==> src/rtl/mem_resp_arbiter_pkg.sv <==
// ---------------------------------------------------------------------------
// mem_resp_arbiter_pkg
// Shared definitions for the memory response arbiter: FSM state encoding,
// client identifiers and the round-robin pick function.
// ---------------------------------------------------------------------------
package mem_resp_arbiter_pkg;

    typedef enum logic [1:0] {
        ST_IDLE = 2'd0,
        ST_BUSY = 2'd1,
        ST_DONE = 2'd2
    } state_t;

    localparam logic CLIENT_ICACHE = 1'b0;
    localparam logic CLIENT_DCACHE = 1'b1;

    // A lone requester wins outright. On a tie the client that did not win
    // last time wins, so with last_grant = 0 out of reset the first tie
    // goes to the dcache.
    function automatic logic rr_pick(input logic req0,
                                     input logic req1,
                                     input logic last_grant);
        if (req0 && req1) begin
            return ~last_grant;
        end else if (req1) begin
            return CLIENT_DCACHE;
        end else begin
            return CLIENT_ICACHE;
        end
    endfunction

endpackage

==> src/rtl/mem_resp_arbiter_if.sv <==
// ---------------------------------------------------------------------------
// mem_resp_arbiter_if
// Bundles the two client request/response channels and the shared memory
// port into one bus.
//   slave  : view used by the arbiter (consumes client requests and memory
//            responses, produces acks, response line and memory request).
//   master : view used by the surrounding environment (caches + memory).
// Signals:
//   req0/1, addr0/1, we0/1, wdata0/1 : client requests
//   ack0/1, err, route_sel, resp_data : client completion + demux drive
//   mem_req, mem_addr, mem_we, mem_wdata : memory request
//   mem_ready, mem_rdata : memory completion
// ---------------------------------------------------------------------------
interface mem_resp_arbiter_if #(
    parameter int N      = 128,
    parameter int ADDR_W = 32
);
    logic              req0;
    logic              req1;
    logic [ADDR_W-1:0] addr0;
    logic [ADDR_W-1:0] addr1;
    logic              we0;
    logic              we1;
    logic [N-1:0]      wdata0;
    logic [N-1:0]      wdata1;

    logic              ack0;
    logic              ack1;
    logic              err;
    logic              route_sel;
    logic [N-1:0]      resp_data;

    logic              mem_req;
    logic [ADDR_W-1:0] mem_addr;
    logic              mem_we;
    logic [N-1:0]      mem_wdata;
    logic              mem_ready;
    logic [N-1:0]      mem_rdata;

    modport slave (
        input  req0, req1, addr0, addr1, we0, we1, wdata0, wdata1,
        input  mem_ready, mem_rdata,
        output ack0, ack1, err, route_sel, resp_data,
        output mem_req, mem_addr, mem_we, mem_wdata
    );

    modport master (
        output req0, req1, addr0, addr1, we0, we1, wdata0, wdata1,
        output mem_ready, mem_rdata,
        input  ack0, ack1, err, route_sel, resp_data,
        input  mem_req, mem_addr, mem_we, mem_wdata
    );

endinterface

==> src/rtl/mem_timeout_counter.sv <==
// ---------------------------------------------------------------------------
// mem_timeout_counter
// Counts cycles spent waiting on memory and flags the last allowed cycle.
// Ports:
//   clk, rst_n : clock, asynchronous active-low reset
//   i_clr      : synchronous clear (takes priority over i_en)
//   i_en       : increment this cycle
//   o_expired  : count has reached TIMEOUT-1 (never set when TIMEOUT = 0)
// ---------------------------------------------------------------------------
module mem_timeout_counter #(
    parameter int TIMEOUT = 64
) (
    input  logic clk,
    input  logic rst_n,
    input  logic i_clr,
    input  logic i_en,
    output logic o_expired
);

    // TIMEOUT = 0 would give a zero-width counter; keep one dummy bit.
    localparam int W = (TIMEOUT > 0) ? $clog2(TIMEOUT + 1) : 1;
    localparam logic [W-1:0] C_LAST = (TIMEOUT > 0) ? W'(TIMEOUT - 1) : '0;

    logic [W-1:0] r_count;

    // NOTE: sequential state uses non-blocking assignments so every flop
    // samples the pre-edge values of its neighbours.
    always_ff @(posedge clk or negedge rst_n) begin
        if (!rst_n) begin
            r_count <= '0;
        end else if (i_clr) begin
            r_count <= '0;
        end else if (i_en) begin
            r_count <= r_count + W'(1);
        end
    end

    assign o_expired = (TIMEOUT != 0) && (r_count == C_LAST);

endmodule

==> src/rtl/mem_resp_arbiter.sv <==
// ---------------------------------------------------------------------------
// mem_resp_arbiter
// Shares one memory port between the icache (client 0) and dcache
// (client 1). Round-robin grant, a single outstanding transaction, and an
// optional bounded wait on memory. The returned line and the owner id are
// registered and drive the 1-to-2 response demux in front of the caches.
// Ports:
//   clk, rst_n : clock, asynchronous active-low reset
//   bus        : mem_resp_arbiter_if.slave (client channels + memory port)
// Parameters:
//   N       : line width
//   ADDR_W  : address width
//   TIMEOUT : max BUSY cycles without mem_ready; 0 disables the timeout
// ---------------------------------------------------------------------------
module mem_resp_arbiter
    import mem_resp_arbiter_pkg::*;
#(
    parameter int N       = 128,
    parameter int ADDR_W  = 32,
    parameter int TIMEOUT = 64
) (
    input  logic                  clk,
    input  logic                  rst_n,
    mem_resp_arbiter_if.slave     bus
);

    state_t            r_state;
    logic              r_last_grant;
    logic              r_route_sel;
    logic              r_ack0;
    logic              r_ack1;
    logic              r_err;
    logic [N-1:0]      r_resp_data;
    logic              r_mem_req;
    logic [ADDR_W-1:0] r_mem_addr;
    logic              r_mem_we;
    logic [N-1:0]      r_mem_wdata;

    logic              w_grant_valid;
    logic              w_grant_owner;
    logic              w_cnt_clr;
    logic              w_cnt_en;
    logic              w_expired;

    // NOTE: every signal written in always_comb gets a default first, so no
    // path leaves it unassigned and no latch is inferred.
    always_comb begin
        w_grant_valid = 1'b0;
        w_grant_owner = CLIENT_ICACHE;
        if (r_state == ST_IDLE) begin
            w_grant_valid = bus.req0 | bus.req1;
            w_grant_owner = rr_pick(bus.req0, bus.req1, r_last_grant);
        end
    end

    // Holding the counter clear throughout IDLE means it starts at zero on
    // the first BUSY cycle of every transaction.
    assign w_cnt_clr = (r_state == ST_IDLE);
    assign w_cnt_en  = (r_state == ST_BUSY);

    mem_timeout_counter #(
        .TIMEOUT (TIMEOUT)
    ) u_timeout (
        .clk       (clk),
        .rst_n     (rst_n),
        .i_clr     (w_cnt_clr),
        .i_en      (w_cnt_en),
        .o_expired (w_expired)
    );

    always_ff @(posedge clk or negedge rst_n) begin
        if (!rst_n) begin
            // NOTE: the wide datapath registers are reset too because the
            // demux input and memory port must read 0 straight out of
            // reset, including after an aborted transaction.
            r_state      <= ST_IDLE;
            r_last_grant <= CLIENT_ICACHE;
            r_route_sel  <= CLIENT_ICACHE;
            r_ack0       <= 1'b0;
            r_ack1       <= 1'b0;
            r_err        <= 1'b0;
            r_resp_data  <= '0;
            r_mem_req    <= 1'b0;
            r_mem_addr   <= '0;
            r_mem_we     <= 1'b0;
            r_mem_wdata  <= '0;
        end else begin
            case (r_state)
                ST_IDLE: begin
                    if (w_grant_valid) begin
                        r_route_sel  <= w_grant_owner;
                        r_last_grant <= w_grant_owner;
                        r_mem_addr   <= w_grant_owner ? bus.addr1  : bus.addr0;
                        r_mem_we     <= w_grant_owner ? bus.we1    : bus.we0;
                        r_mem_wdata  <= w_grant_owner ? bus.wdata1 : bus.wdata0;
                        r_mem_req    <= 1'b1;
                        r_state      <= ST_BUSY;
                    end
                end

                ST_BUSY: begin
                    // mem_ready is checked first so a completion on the
                    // expiry cycle is reported as a clean response.
                    if (bus.mem_ready) begin
                        if (!r_mem_we) begin
                            r_resp_data <= bus.mem_rdata;
                        end
                        r_mem_req <= 1'b0;
                        r_ack0    <= (r_route_sel == CLIENT_ICACHE);
                        r_ack1    <= (r_route_sel == CLIENT_DCACHE);
                        r_state   <= ST_DONE;
                    end else if (w_expired) begin
                        r_resp_data <= '0;
                        r_err       <= 1'b1;
                        r_mem_req   <= 1'b0;
                        r_ack0      <= (r_route_sel == CLIENT_ICACHE);
                        r_ack1      <= (r_route_sel == CLIENT_DCACHE);
                        r_state     <= ST_DONE;
                    end
                end

                ST_DONE: begin
                    // No grant here: the acked client's req is still high
                    // this cycle and must not start a second transaction.
                    r_ack0  <= 1'b0;
                    r_ack1  <= 1'b0;
                    r_err   <= 1'b0;
                    r_state <= ST_IDLE;
                end

                default: begin
                    r_state <= ST_IDLE;
                end
            endcase
        end
    end

    assign bus.ack0      = r_ack0;
    assign bus.ack1      = r_ack1;
    assign bus.err       = r_err;
    assign bus.route_sel = r_route_sel;
    assign bus.resp_data = r_resp_data;
    assign bus.mem_req   = r_mem_req;
    assign bus.mem_addr  = r_mem_addr;
    assign bus.mem_we    = r_mem_we;
    assign bus.mem_wdata = r_mem_wdata;

endmodule

==> src/flat_wrapper.sv <==
// flat-port wrapper written by rule: the top's interface ports become plain ports
module mem_resp_arbiter_flat import mem_resp_arbiter_pkg::*;
#(
    parameter int N       = 128,
    parameter int ADDR_W  = 32,
    parameter int TIMEOUT = 64
)
  (clk, rst_n, bus_req0, bus_req1, bus_addr0, bus_addr1, bus_we0, bus_we1, bus_wdata0, bus_wdata1, bus_mem_ready, bus_mem_rdata, bus_ack0, bus_ack1, bus_err, bus_route_sel, bus_resp_data, bus_mem_req, bus_mem_addr, bus_mem_we, bus_mem_wdata);
  mem_resp_arbiter_if #(.N(N), .ADDR_W(ADDR_W)) bus_i ();
  input  logic clk;
  input  logic rst_n;
  input wire logic [$bits(bus_i.req0)-1:0] bus_req0;
  input wire logic [$bits(bus_i.req1)-1:0] bus_req1;
  input wire logic [$bits(bus_i.addr0)-1:0] bus_addr0;
  input wire logic [$bits(bus_i.addr1)-1:0] bus_addr1;
  input wire logic [$bits(bus_i.we0)-1:0] bus_we0;
  input wire logic [$bits(bus_i.we1)-1:0] bus_we1;
  input wire logic [$bits(bus_i.wdata0)-1:0] bus_wdata0;
  input wire logic [$bits(bus_i.wdata1)-1:0] bus_wdata1;
  input wire logic [$bits(bus_i.mem_ready)-1:0] bus_mem_ready;
  input wire logic [$bits(bus_i.mem_rdata)-1:0] bus_mem_rdata;
  output wire logic [$bits(bus_i.ack0)-1:0] bus_ack0;
  output wire logic [$bits(bus_i.ack1)-1:0] bus_ack1;
  output wire logic [$bits(bus_i.err)-1:0] bus_err;
  output wire logic [$bits(bus_i.route_sel)-1:0] bus_route_sel;
  output wire logic [$bits(bus_i.resp_data)-1:0] bus_resp_data;
  output wire logic [$bits(bus_i.mem_req)-1:0] bus_mem_req;
  output wire logic [$bits(bus_i.mem_addr)-1:0] bus_mem_addr;
  output wire logic [$bits(bus_i.mem_we)-1:0] bus_mem_we;
  output wire logic [$bits(bus_i.mem_wdata)-1:0] bus_mem_wdata;
  assign bus_i.req0 = bus_req0;
  assign bus_i.req1 = bus_req1;
  assign bus_i.addr0 = bus_addr0;
  assign bus_i.addr1 = bus_addr1;
  assign bus_i.we0 = bus_we0;
  assign bus_i.we1 = bus_we1;
  assign bus_i.wdata0 = bus_wdata0;
  assign bus_i.wdata1 = bus_wdata1;
  assign bus_i.mem_ready = bus_mem_ready;
  assign bus_i.mem_rdata = bus_mem_rdata;
  assign bus_ack0 = bus_i.ack0;
  assign bus_ack1 = bus_i.ack1;
  assign bus_err = bus_i.err;
  assign bus_route_sel = bus_i.route_sel;
  assign bus_resp_data = bus_i.resp_data;
  assign bus_mem_req = bus_i.mem_req;
  assign bus_mem_addr = bus_i.mem_addr;
  assign bus_mem_we = bus_i.mem_we;
  assign bus_mem_wdata = bus_i.mem_wdata;
  mem_resp_arbiter #(.N(N), .ADDR_W(ADDR_W), .TIMEOUT(TIMEOUT)) u_core (.clk(clk), .rst_n(rst_n), .bus(bus_i));
endmodule
==> config.mk <==
export PLATFORM = sky130hd
export DESIGN_NAME = mem_resp_arbiter_flat
export DESIGN_NICKNAME = d
export VERILOG_FILES = /design/src/rtl/mem_resp_arbiter_pkg.sv /design/src/rtl/mem_resp_arbiter_if.sv /design/src/rtl/mem_timeout_counter.sv /design/src/rtl/mem_resp_arbiter.sv /design/src/flat_wrapper.sv
export SDC_FILE = /design/constraint.sdc
export NUM_CORES = 1
export LEC_CHECK = 0
export ABC_AREA = 1
export CAP_MARGIN = 40
export CORE_AREA = 2 2 293 295
export CTS_CLUSTER_DIAMETER = 40
export DETAILED_ROUTE_END_ITERATION = 12
export DIE_AREA = 0 0 295 297
export PLACE_DENSITY = 0.42
export REMOVE_ABC_BUFFERS = 1
export SLEW_MARGIN = 10
export SYNTH_ARGS = -nofsm -noshare
export SYNTH_HDL_FRONTEND = slang
export SYNTH_SLANG_ARGS = --single-unit
export TNS_END_PERCENT = 10
==> constraint.sdc <==
create_clock -name clk -period 3.55 [get_ports clk]
set_input_delay 0.355 -clock clk [delete_from_list [all_inputs] [get_ports clk]]
set_output_delay 0.355 -clock clk [all_outputs]
set_load 0.05 [all_outputs]
Word level (Yosys, flattened, before mapping). Cells that the tools add are included.

$add $sub $neg: 1. Multipliers: 0. Divide/modulo/power cells: 0. Order comparisons: 0. Eq/ne operators: 8. Shift-type cells: 0. Multiplexer cells: 29. Bitwise logic cells: 2. Reduce and logical (&&, ||, !) cells: 11.

Operators with widths (count): 128-bit 2-to-1 mux (4); 32-bit 2-to-1 mux (1); 1-bit 2-to-1 mux (14); 7-bit 2-to-1 mux (2); 3-bit AND reduction (3); 1-bit case mux with 2 select lines (4); 7-bit by 1-bit adder with 7-bit output, second input constant (1); 7-bit by 6-bit equality test with 1-bit output, second input constant (1); 2-bit 2-to-1 mux (3); 2-bit AND reduction (3); 2-bit nonzero test (3); 2-bit by 1-bit != test with 1-bit output, second input constant (2); 2-bit != test, second input constant (2); 2-bit case mux with 2 select lines (1); 3-bit by 2-bit != test with 1-bit output, second input constant (1); 2-bit by 1-bit equality test with 1-bit output, second input constant (1); 2-bit equality test, second input constant (1); 2-bit zero test (1); 1-bit logical AND (1); 1-bit NOT (1); 1-bit OR (1).

Flip-flop bits (word level): 303. Latch bits: 0. RAM bits: 0. Memory bits (read-only): 0. Input port bits: 455. Output and inout bits: 294. Word-level logic and storage cells: 62. Memories kept: 0.

Longest topological paths before layout. Gate-level depths: netlist of the first run.

Depth after elaboration: 4. Depth in mapped cells: 12. Depth with buffers taken out: 9.

Modules after synthesis. From an unflattened synthesis of the first run, not the netlist that was laid out.

Cell total of the unflattened synthesis: 2031. Area total of the unflattened synthesis: 14898.0 µm².

By module, submodules not included: mem_resp_arbiter (instances 1, cells an instance 1984, area each 14523.9 µm², seq. area each 7407.1 µm²); mem_timeout_counter (instances 1, cells an instance 47, area each 374.1 µm², seq. area each 175.2 µm²).

Worst setup path after synthesis of the first run. No wires, ideal clock.

Kind: reg2reg. Start point: register u_core.r_state[1]. End point: register u_core.r_resp_data[107] (netlist: u_core.bus.resp_data[107]). Library setup time: 0.118 ns. Arrival time: 1.544 ns. Required time: 3.432 ns. Path slack: 1.888 ns. Stages on the path, launching flop included: 13. Buffers on the path: 3. Clock period less this slack: 1.662 ns. Path through: dfrtp_1 > inv_1 > ha_1 > buf_4 > inv_1 > nor2_1 > nand3_1 > nand2_1 > inv_1 > buf_2 > buf_6 > nand2_1 > nand2_1.

Longest elaborated chain between the ends: 2.

Ends and longest elaborated chain: start, declared (line mem_resp_arbiter.sv:27) `state_t r_state;`; start signal, assigned (line mem_resp_arbiter.sv:76) `r_state <= ST_IDLE;`; start signal, assigned (line mem_resp_arbiter.sv:97) `r_state <= ST_BUSY;`; start signal, assigned (line mem_resp_arbiter.sv:111) `r_state <= ST_DONE;`; 2-bit by 1-bit equality test with 1-bit output (line mem_resp_arbiter.sv:88) `case (r_state)`; 3-bit AND reduction (no source line); end signal, assigned (line mem_resp_arbiter.sv:106) `r_resp_data <= bus.mem_rdata;`; end, declared (line mem_resp_arbiter.sv:33) `logic [N-1:0] r_resp_data;`.

No other way between the ends. A chain may end at the register's enable or synchronous reset.

Final worst setup path of the first run.
Start point: register u_core.r_state[1]. End point: register u_core.r_resp_data[10] (netlist: u_core.bus.resp_data[10]).

Same word-level chain as after synthesis.

==> results by group, run 1 <==
Timing
  – Slew HR: 40.7%
  – Worst Max-Slew Pin Slew: around 0.89 ns
  – Fin Hold WS: ~0.3 ns
  – Crit share post-route: approximately two thirds
  – Setup TNS: 0 ns
  – Setup violations, final: 0
  – Hold Vio Cnt, Final: 0
  – Clk_skew: about 0.021 ns
  – Tmin final: between 2 and 2.5 ns
  – Final setup margin: approximately 1.2 ns
  – Final max-slew violation count: 0
  – Fmax: between 400 and 500 MHz
  – RSZ-0062 raised after global routing: false

Synth
  – Multiplexer area fraction after synthesis: 0%
  – Netlist cell types: 18
  – Post-Synth Adder-Cell Area: less than 1%
  – Register area share after synthesis: 58.2%
  – Largest family of logic cells by synthesized area: simple AND/OR/NAND/NOR gates
  – Yosys reg bits: 303
  – Synth Area in Simple Gates: between 20% and 30%
  – XOR/XNOR Fraction of Synth Area: 0%
  – Yosys warning count: 0
  – Area contributors post-synth: dfrtp_1 (58%), nand2_1 (18%), a31oi_1 (7.7%), nand3_1 (5.2%), nor2_1 (4.9%)
  – Post-Syn Area: 13000 um2
  – Synth Area in Compound Gates: under 10%
  – Post-synth top area share: 58.2%
  – Largest area contributor in the netlist: dfrtp_1
  – Synth Instances: 1526
  – Mean Syn Cell Area: around 8.5 um2

Die
  – Die height: 297 um
  – Initial Util: about 15%
  – Cell row count: approximately 110
  – Die W: slightly below 300 um
  – Core Region: about 84000 um2
  – Die ar.: between 80000 and 90000 um2
  – I/O Pins: 749

Power and ir drop
  – Combinational share of power: roughly half
  – Sw power: 12.1 mW
  – Cell Pwr Density: ~1100 nW/um2
  – Sw Share: a little under half
  – Power Internal: about 15 mW
  – Lkg Pwr: 10.6 nW
  – VDD IR max: approximately 0.45 mV
  – Sequential power share: 22.0%
  – Total chip power: approximately 27 mW
  – Clock power frac: between 20% and 30%

GRT
  – GRT Overall Usage: about 15%
  – Most crowded layer after global routing: met2
  – Pin count of the biggest net entering global routing: 163
  – First-pass GRT wire length: 96.3 mm
  – GR Overflow Total: 0
  – Met3 Resource Use GR: roughly 7.3%
  – Vias in the first global route: approximately 14000
  – Global Route met2 Usage: about a quarter
  – Grt met1 use: 15.9%
  – Initial antenna violation count: 28

Critical path
  – Crit Path Max Fanout: around 130
  – Max incr delay on CP: slightly below 0.4 ns
  – Startpoint types: register
  – Setup crit end kind: register
  – Critical path depth: 9
  – Critical path arrival: 2.93 ns
  – R2R depth: 9
  – Bufs and invs on worst path: 3
  – Delay-heaviest family, CP: simple AND/OR/NAND/NOR gates
  – Critical Path RT: a little over 4 ns
  – Crit path max-delay cell type: dfrtp_1
  – WS Path Type: reg2reg
  – Crit-path cells: inv_1, ha_1, inv_1, nor2_1, nand3_1, nand2_4, buf_12, nand3_1, nand2_1

Routing
  – Final wirelength: around 67 mm
  – Antenna Nets Post-Route: 0
  – Routed len/inst: 19.2 um
  – Iteration-0 DRC Markers: ~650
  – Detailed-route via count: 13800
  – Drt pass-1 iters: 5
  – Residual DRC count: 0
  – Post-DR vias/cell: ~4.0

Cells and area
  – Final nets: roughly 2700
  – Share of cells above drive strength 1: just over 7%
  – Post-route cell area: roughly 25000 um2
  – Area grow syn2layout: 89.3%
  – Fill cell count: 8887

Clock tree
  – Post-CTS sizing: 0
  – Clk sinks: about 300
  – CTS Root Cell: clkbuf_16
  – Max Buffers Root-to-Sink: 3
  – Skew-Pair Late Insertion Delay: approximately 0.6 ns
  – CTS clock-pin slew for the worst setup and hold paths: 0.05 ns
  – TritonCTS Buffers: 79
  – H-tree levels: 3
  – TritonCTS clock tree: done
  – Setup repair bufs after CTS: 0

Outcome
  – Status: complete, no violations

Hold path
  – HP Class: in2reg
  – Hold-critical path depth: 5

Place
  – I/O Buffers: approximately 750
  – DP Wirelength: around 50 mm
  – Placed Area: around 22000 um2
  – Setup WS pre-CTS: 1.18 ns
  – GP Congestion: 0.792

Run
  – Maxcap violations: 0
placed cells by master, fill, tap and decap left out, types with 2 or more instances in the layout:
| master | n |
|---|---|
| clkdlybuf4s50_1 | 746 |
| nand2_1 | 609 |
| dfrtp_1 | 303 |
| nor2_1 | 169 |
| a31oi_1 | 161 |
| nand3_1 | 134 |
| clkbuf_16 | 80 |
| clkbuf_8 | 15 |
| bufinv_16 | 15 |
| buf_4 | 15 |
| inv_1 | 13 |
| diode_2 | 9 |
| clkbuf_1 | 9 |
| buf_12 | 9 |
| inv_6 | 8 |
| o21ai_0 | 8 |
| clkinv_4 | 5 |
| ha_1 | 4 |
| clkinv_2 | 4 |
| a21oi_1 | 3 |
| clkinvlp_4 | 3 |
| buf_16 | 3 |
| clkinv_16 | 2 |
synthesized netlist by cell type (all sizes together):
| library cell | number |
|---|---|
| dfrtp | 303 |
| nor2 | 169 |
| a21oi | 4 |
| a31oi | 161 |
| nand3 | 135 |
| o21ai | 8 |
| clkbuf | 43 |
| inv | 16 |
| nor3 | 1 |
| buf | 70 |
| nand4 | 1 |
| ha | 4 |
| nand3b | 1 |
| nand2 | 610 |
cells by family (layout without fill, tap and decap cells):
| logic type | count (synthesis) | in the layout |
|---|---|---|
| and+or+nand+nor | 917 | 917 |
| DFF | 303 | 303 |
| AOI/OAI and AO/OA | 173 | 173 |
| buffers and inverters | 129 | 933 |
| adders and majority gates | 4 | 4 |
| other | 0 | 9 |
sequential cells by signal (all words and copies together) (netlist names):
signal                    cells
u_core.u_timeout.r_count      7
u_core.bus.mem_req            1
u_core.bus.ack0               1
u_core.r_state                2
u_core.bus.mem_we             1
u_core.bus.resp_data        128
u_core.bus.ack1               1
u_core.r_last_grant           1
u_core.bus.mem_addr          32
u_core.bus.err                1
u_core.bus.mem_wdata        128
per-stage QoR:
stage                     std cells  utilization, %
after floorplan                1413               -
after global placement         3328            25.6
after detailed placement       3331            25.7
after CTS                      3474            29.2
after global routing           3480            29.2
final                          3483            29.2
layout make-up:
| type | count | area [um2] | area share (%) |
|---|---|---|---|
| diodes | 9 | 22.5 | 0.0913 |
| clock buffers | 104 | 2240 | 9.09 |
| clock inverters | 38 | 686 | 2.78 |
| inverters | 16 | 67.6 | 0.274 |
| multi-input cells | 1094 | 4770 | 19.3 |
| flip-flops and latches | 303 | 7580 | 30.7 |
| well taps | 1144 | 1430 | 5.80 |
| repair buffers | 775 | 7870 | 31.9 |
what timing repair did:
action,4_1_cts,5_1_grt
endpoints found under the setup margin,0,0
hold endpoints to repair,77,0
hold buffers,1,0
routing by layer:
layer  wire length, um  up-vias
met5               119        -
met4              1950       18
met3              7950      135
met2             32000      622
met1             24800     6539
li1                  -     6535
power by group through the flow:
stage / registers (mW) / logic (mW) / clock network [mW]
2_1_floorplan: 11.1 / 2.90 / 0
3_3_place_gp: 5.93 / 13.1 / 0
3_5_place_dp: 5.97 / 13.2 / 0
4_1_cts: 5.96 / 13.2 / 8.13
5_1_grt: 6.14 / 13.9 / 8.31
6_report: 5.92 / 13.0 / 7.92
final timing paths:
check / startpoint / end / slack, ns
max: u_core.r_state[1] / u_core.bus.resp_data[10] / 1.17
min: bus_mem_ready / u_core.r_state[0] / 0.30
max reg2reg: u_core.r_state[1] / u_core.bus.resp_data[10] / 1.17
min reg2reg: u_core.bus.resp_data[120] / u_core.bus.resp_data[120] / 0.47
max in group asynchronous: rst_n / u_core.bus.resp_data[0] / 2.19
min in group asynchronous: rst_n / u_core.bus.mem_wdata[102] / 0.38
worst reg2reg max path, stage by stage (launching register included):
cell and delay [ns]:
dfrtp_1 0.39, inv_1 0.09, ha_1 0.36, inv_1 0.11, nor2_1 0.16, nand3_1 0.18
nand2_4 0.13, buf_12 0.37, nand3_1 0.42, nand2_1 0.12
Power figures use the tool's default switching activity.
==> inputs of run 2 (changes only) <==
Settings changed: PLACE_DENSITY 0.42 to 0.44.
Clock period 3.55 ns to 2.1 ns, I/O delays scaled along.
==> results by group, run 2 (synthesis results as in run 1) <==
Critical path
  – WS Path Type: reg2out
  – R2R depth: 8
  – Crit-path cells: clkdlybuf4s50_1
  – Worst reg2reg endpoint: u_core.bus.mem_addr[20]
  – Crit Path Max Fanout: 2
  – Delay-heaviest family, CP: buffers and inverters
  – Critical Path RT: ~1.9 ns
  – Bufs and invs on worst path: 1
  – R2r setup slk: 0.16 ns
  – Critical path arrival: between 1.5 and 2 ns
  – Startpoint types: register
  – R2r startpoint: u_core.r_state[0]
  – Max incr delay on CP: slightly below 0.9 ns
  – Setup crit end kind: output port
  – Crit path max-delay cell type: clkdlybuf4s50_1

Hold path
  – Worst Hold End: u_core.bus.err
  – Hold-critical path depth: 6
  – Min-delay src: bus_mem_ready
  – HP Class: in2reg

Power and ir drop
  – Lkg Pwr: between 10 and 15 nW
  – Cell Pwr Density: 1800 nW/um2
  – VDD IR max: 0.751 mV
  – Total chip power: roughly 45 mW

Die
  – Initial Util: about 15%
  – Die W: 295 um
  – Core Region: between 80000 and 90000 um2
  – I/O Pins: roughly 750
  – Die height: ~300 um
  – Cell row count: about 110
  – Die ar.: 87600 um2

Place
  – Placed Area: between 20000 and 25000 um2
  – Setup WS pre-CTS: roughly 0.16 ns
  – GP Congestion: ~0.80
  – Cells after DPL: around 3400
  – I/O Buffers: 748
  – DP Wirelength: ~51 mm

Timing
  – RSZ-0062 raised after global routing: false
  – Crit share post-route: between 90% and 100%
  – Tmin final: around 2.0 ns
  – Fin Hold WS: between 0.15 and 0.2 ns
  – Setup violations, final: 0
  – Slew HR: between 50 and 60%
  – Final max-slew violation count: 0
  – Hold Vio Cnt, Final: 0
  – Clk_skew: around 0.018 ns
  – Fmax: 493 MHz
  – Final setup margin: roughly 0.073 ns
  – Setup TNS: 0 ns
  – Worst Max-Slew Pin Slew: between 0.6 and 0.7 ns

Routing
  – Antenna Nets Post-Route: 0
  – Residual DRC count: 0
  – Detailed-route via count: ~14000
  – Drt pass-1 iters: 5
  – Iteration-0 DRC Markers: slightly above 700
  – Routed len/inst: 19.0 um
  – Final wirelength: 66.7 mm
  – Post-DR vias/cell: between 3 and 4

Cells and area
  – Commonest non-fill, non-tap cell in the layout: clkdlybuf4s50_1
  – Area grow syn2layout: 90.2%
  – Post-route cell area: 24800 um2
  – Final nets: approximately 2800
  – Final Util: just under 30%
  – Most frequent cells in the layout: clkdlybuf4s50_1 (713), nand2_1 (609), dfrtp_1 (303)
  – Non-filler cells, final: roughly 3500
  – Share of cells above drive strength 1: under 10%

GRT
  – Initial antenna violation count: 18
  – Grt met1 use: between 15 and 20%
  – Vias in the first global route: approximately 15000
  – First-pass GRT wire length: between 90 and 100 mm
  – Met3 Resource Use GR: 6.25%
  – Pin count of the biggest net entering global routing: roughly 130
  – Most crowded layer after global routing: met2
  – GR Overflow Total: 0
  – GRT Overall Usage: 14.7%
  – Global Route met2 Usage: between 20% and 30%

Clock tree
  – TritonCTS Buffers: 73
  – TritonCTS clock tree: done
  – Clk sinks: roughly 300
  – CTS Root Cell: clkbuf_16
  – CTS clock-pin slew for the worst setup and hold paths: ~0.050 ns
  – Max Buffers Root-to-Sink: 3
  – H-tree levels: 3
  – Skew-Pair Late Insertion Delay: between 0.5 and 0.6 ns

Run
  – Maxcap violations: 0

Outcome
  – Status: complete, no violations
[run 2: power by group]
part           switching (mW)  total [mW]  internal, mW
clock                    3.82        12.3          8.44
sequential               1.55        10.0          8.47
combinational            15.1        22.4          7.36
[run 2: area by class of cell]
type                    instances  area (um2)
inverters                      16        66.3
clock buffers                  82        1910
clock inverters                47         717
diodes                          6        15.0
fillers                      8868       59700
flip-flops and latches        303        7580
well taps                    1144        1430
multi-input cells            1094        4770
repair buffers                810        8280
[run 2: repair_timing]
action                                 in CTS  in global routing
pin swaps                                   0                  1
setup endpoints to repair                  13                 37
gates resized for setup                    13                  7
hold buffers                                1                  0
gates cloned                                0                  1
buffers inserted                            0                  3
endpoints found under the hold margin      35                  0
[run 2: worst max path at each step]
stage | endpoint | cells after the start | start
after floorplan | u_core.bus.mem_addr[0] | 5 | u_core.r_last_grant
after global placement | u_core.bus.resp_data[87] | 9 | u_core.r_state[1]
after detailed placement | u_core.bus.resp_data[25] | 9 | u_core.r_state[1]
after CTS | bus_err | 1 | u_core.bus.err
after global routing | bus_mem_wdata[11] | 1 | u_core.bus.mem_wdata[11]
final | bus_mem_wdata[78] | 1 | u_core.bus.mem_wdata[78]
[run 2: layer usage]
| metal | wire, um | part of all wire (%) | up-vias |
|---|---|---|---|
| met5 | 46 | 0.069 | - |
| met4 | 2150 | 3.2 | 8 |
| met3 | 7230 | 11 | 129 |
| met2 | 31700 | 48 | 671 |
| met1 | 25500 | 38 | 6571 |
| li1 | - | - | 6584 |
